===== src/rtl/digit_fifo.sv =====
// Circular digit FIFO feeding the sequence detector; idle code 4'hF when dry.
// Optional BCD filtering on push: define DIGIT_FIFO_BCD_CHECK_EN.
module digit_fifo #(
  parameter int DEPTH  = 8,
  parameter int ADDR_W = 3
) (
  input  logic              clock,
  input  logic              reset,
  input  logic              wr_en,
  input  logic [3:0]        wr_digit,
  input  logic              rd_en,
  output logic [3:0]        number,
  output logic              number_valid,
  output logic              full,
  output logic              empty,
  output logic [ADDR_W:0]   count,
  output logic              overflow,
  output logic              bad_digit
);

  localparam logic [ADDR_W:0] FullCnt = (ADDR_W+1)'(DEPTH);

  logic [3:0]        mem_q [DEPTH];
  logic [ADDR_W-1:0] wp_q, wp_d;
  logic [ADDR_W-1:0] rp_q, rp_d;
  logic [ADDR_W:0]   cnt_q, cnt_d;
  logic              full_q, full_d;
  logic              empty_q, empty_d;
  logic [3:0]        num_q, num_d;
  logic              val_q, val_d;
  logic              ovf_q, ovf_d;
  logic              wr_bad;
  logic              pop;
  logic              push;

`ifdef DIGIT_FIFO_BCD_CHECK_EN
  logic bad_q, bad_d;

  assign wr_bad = wr_en && (wr_digit > 4'd9);
  assign bad_d  = bad_q | wr_bad;

  always_ff @(posedge clock or posedge reset) begin
    if (reset) bad_q <= 1'b0;
    else       bad_q <= bad_d;
  end

  assign bad_digit = bad_q;
`else
  assign wr_bad    = 1'b0;
  assign bad_digit = 1'b0;
`endif

  // A pop frees a slot on the same edge, so a full FIFO still accepts a push.
  assign pop  = rd_en && !empty_q;
  assign push = wr_en && !wr_bad && (!full_q || pop);

  always_comb begin
    wp_d    = wp_q;
    rp_d    = rp_q;
    cnt_d   = cnt_q;
    num_d   = num_q;
    val_d   = 1'b0;
    ovf_d   = ovf_q;
    if (wr_en && !wr_bad && !push) ovf_d = 1'b1;
    if (push) wp_d = wp_q + ADDR_W'(1);
    if (pop) begin
      rp_d  = rp_q + ADDR_W'(1);
      num_d = mem_q[rp_q];
      val_d = 1'b1;
    end else if (rd_en) begin
      num_d = 4'hF;
    end
    unique case ({push, pop})
      2'b10:   cnt_d = cnt_q + 1'b1;
      2'b01:   cnt_d = cnt_q - 1'b1;
      default: cnt_d = cnt_q;
    endcase
    full_d  = (cnt_d == FullCnt);
    empty_d = (cnt_d == '0);
  end

  always_ff @(posedge clock or posedge reset) begin
    if (reset) begin
      wp_q    <= '0;
      rp_q    <= '0;
      cnt_q   <= '0;
      full_q  <= 1'b0;
      empty_q <= 1'b1;
      num_q   <= 4'hF;
      val_q   <= 1'b0;
      ovf_q   <= 1'b0;
    end else begin
      wp_q    <= wp_d;
      rp_q    <= rp_d;
      cnt_q   <= cnt_d;
      full_q  <= full_d;
      empty_q <= empty_d;
      num_q   <= num_d;
      val_q   <= val_d;
      ovf_q   <= ovf_d;
    end
  end

  always_ff @(posedge clock) begin
    if (push) mem_q[wp_q] <= wr_digit;
  end

  assign number       = num_q;
  assign number_valid = val_q;
  assign full         = full_q;
  assign empty        = empty_q;
  assign count        = cnt_q;
  assign overflow     = ovf_q;

endmodule


===== config.mk =====
export PLATFORM = sky130hd
export DESIGN_NAME = digit_fifo
export DESIGN_NICKNAME = d
export VERILOG_FILES = /design/src/rtl/digit_fifo.sv
export SDC_FILE = /design/constraint.sdc
export NUM_CORES = 1
export LEC_CHECK = 0
export BUFFER_PORTS_ARGS = -buffer_cell sky130_fd_sc_hd__clkbuf_2
export CAP_MARGIN = 10
export CORE_ASPECT_RATIO = 1.1
export CORE_MARGIN = 3
export CORE_UTILIZATION = 55
export DETAILED_ROUTE_END_ITERATION = 8
export GPL_TIMING_DRIVEN = 0
export PLACE_DENSITY = 0.84
export SETUP_SLACK_MARGIN = 0.15
export SYNTH_ARGS = -nofsm -noshare
export SYNTH_HDL_FRONTEND = slang
export SYNTH_SLANG_ARGS = --single-unit

===== constraint.sdc =====
create_clock -name clock -period 2.9 [get_ports clock]
set_input_delay 0.145 -clock clock [delete_from_list [all_inputs] [get_ports clock]]
set_output_delay 0.145 -clock clock [all_outputs]
set_load 0.1 [all_outputs]

==> impl_metrics.tcl <==
set metrics [dict create \
    synthesis.nets 147 \
    die_h_um 71.1 \
    cap_violations 0 \
    worstPathRequired_ps 3120 \
    crit_cells 10 \
    m1WireLength_mm 1.44 \
    grt_max_degree 19 \
    r2r.worst_path.cells 10 \
    ant_nets 0 \
    crit_family "compound AO/OA/AOI/OAI gates" \
    grt_pass1_wl_mm 5.93 \
    grt_usage 0.175 \
    cts_buffers 5 \
    syn_area_um2 2120 \
    crit_chain "nand2b_4 > a21boi_4 > inv_1 > ha_1 > xor2_1 > ha_1 > nor3b_2 > nor2_1 > a211o_1 > a211oi_2" \
    hold_viol_final 0 \
    cts_max_level 2 \
    fp.coreArea_um2 3680 \
    tightest_slew_ps 959 \
    worstSetupEndpointType "flip-flop" \
    timing.final.crit_share 0.901 \
    ys_types 34 \
    routed_wl_mm 3.53 \
    cts.reportedPaths.clkPinSlew_ps 80 \
    cts_tree "done" \
    setup_tns_ps 0 \
    clk_latency_ps 300 \
    n_fill_cell 294 \
    syn_avg_cell_area_um2 15.8 \
    wl_per_cell_um 16.7 \
    synth_top_area_share 0.454 \
    drt_iter0_drc 68 \
    fmax_ghz 0.383 \
    syn_inst 134 \
    io_buffers 19 \
    dp_hpwl_mm 2.45 \
    die-area_um2 4630 \
    grt_pass1_vias 1222 \
    synthTopCellsByArea "edfxtp_1 (45%), dfrtp_1 (15%), mux4_2 (8.5%), dfstp_2 (6.2%), ha_1 (3.0%)" \
    critPathKind "reg -> reg" \
    clock_path_buffers 2 \
    diodes 0 \
    status "completed" \
    ys_seq_area_frac 0.669 \
    whs_path_depth 2 \
    cp.arrival_ps 2830 \
    cts.sinks 50 \
    drtPass1Iterations 4 \
    fin_crit_ps 2610 \
    setup_viol 0 \
    slew-limit-headroom 0.355 \
    cp_num_buf_inv 1 \
    dr.max_layer_used "met4" \
    synth.largest_area_cell "edfxtp_1" \
    gp_congestion 0.731 \
    yosys-top-cells-count "edfxtp_1 (32), dfrtp_1 (13), mux4_2 (8), nand2_1 (8), nor2_1 (8)" \
    cp_max_fo 6 \
    wl_met2_mm 1.87 \
    rows 23 \
    critical_path.max_stage_delay_ps 470 \
    drv_slew 0 \
    drc 0 \
    r2r_slack_ps 290 \
    rsz0062_at_grt "no" \
    start_kind "flip-flop" \
    cts_root_buf "clkbuf_8" \
    fin_nets 174 \
    initial_core_util 0.575 \
    die_x_um 65.2 \
    antenna_found_initial 0 \
    io-pin-count 21 \
    ys_ff_latch 50 \
    area_growth_pct 12.9 \
    hp-class "in -> reg" \
    finClkSkew_ps 6.01 \
    ys_warn_count 0 \
    vias 1200 \
    cp_slowest_cell "dfstp_4" \
    vias_per_cell 5.66 \
    drive_above_1_share 0.321 \
    async_reset_ff_frac 0.360 \
    gr-total-overflow 0 \
    synth_edf_count 32 \
    cpMostUsedCell "ha_1" \
    dr_wl_met3_um 196 \
    synth_most_common_cell "edfxtp_1" \
    ys.flop_type "edfxtp_1" \
]
==> per-layer routing <==
metal,global-route usage,vias to the layer above
met2,0.290,41
met4,0.0599,0
met5,0,-
met3,0.0571,2
met1,0.217,611
li1,-,546
==> worst paths after layout <==
kind,end,start
setup / recovery,empty$_DFF_PP1_,empty$_DFF_PP1_
hold / removal,overflow$_DFFE_PP0P_,wr_en
setup reg to reg,empty$_DFF_PP1_,empty$_DFF_PP1_
hold reg to reg,overflow$_DFFE_PP0P_,overflow$_DFFE_PP0P_
max in group asynchronous,full$_DFF_PP0_,reset
min in group asynchronous,rp_q[2]$_DFFE_PP0P_,reset
==> worst reg2reg max path, delay by kind of cell (launching register included) <==
| kind | cells | cell delay (ps) |
|---|---|---|
| simple gates | 3 | 450 |
| buf+inv | 1 | 160 |
| compound gates | 3 | 700 |
| flops | 1 | 470 |
| fa+ha+maj | 2 | 580 |
| xor+xnor | 1 | 180 |
==> cells by family (layout without fill, tap and decap cells) <==
group,count (synthesis),after routing,share of synthesized area
fa+ha+maj,5,5,0.0295
flops,50,50,0.669
other cells,1,1,0.00177
buf+inv,9,37,0.0201
simple gates,34,34,0.0856
mux,14,14,0.115
xor+xnor,8,8,0.0331
compound gates,13,13,0.0461
==> cell type report <==
type,instances,area [um^2],area share
Inverter,4,15.0,0.00628
Multi-Input combinational cell,75,678,0.283
Tap cell,50,62.6,0.0262
Timing Repair Buffer,20,105,0.0439
Sequential cell,50,1420,0.595
Clock inverter,2,8.76,0.00366
Buffer,5,27.5,0.0115
Clock buffer,6,72.6,0.0303
==> stage by stage <==
step	hold WS (ps)	instance area (um^2)	utilization	setup WS, ps	cells
global placement	235	2290	0.621	236	203
global route	107	2390	0.649	156	212
finish	102	2390	0.649	287	212
detailed placement	257	2290	0.621	175	203
floorplan	79.8	2130	-	200	134
CTS	94.1	2380	0.646	154	212
==> layout by cell type (no fill, tap or decap), types with 3 or more instances in the layout <==
cell       n
xnor2_1    6
clkbuf_8   5
nor2_1     8
dfrtp_1   12
edfxtp_1  32
nand2_1    8
mux4_2     8
a21oi_1    5
ha_1       5
clkbuf_2  19
inv_1      4
dfstp_2    4
clkbuf_1   3
mux2i_1    4
nor3_1     5
nand2b_1   3
==> flip-flops by register name, indices dropped and copies added, names as in the netlist <==
register / flops
count: 4
empty: 1
full: 1
mem_q: 32
number: 4
number_valid: 1
overflow: 1
rp_q: 3
wp_q: 3
==> what timing repair did <==
action,4_1_cts,5_1_grt
resized for setup,0,2
hold endpoints to repair,13,0
buffers inserted,0,0
setup endpoints to repair,0,2
hold buffers,1,0
Power is not shown: default switching activity piles up to over one toggle a cycle in this logic, so the estimate is an artifact.
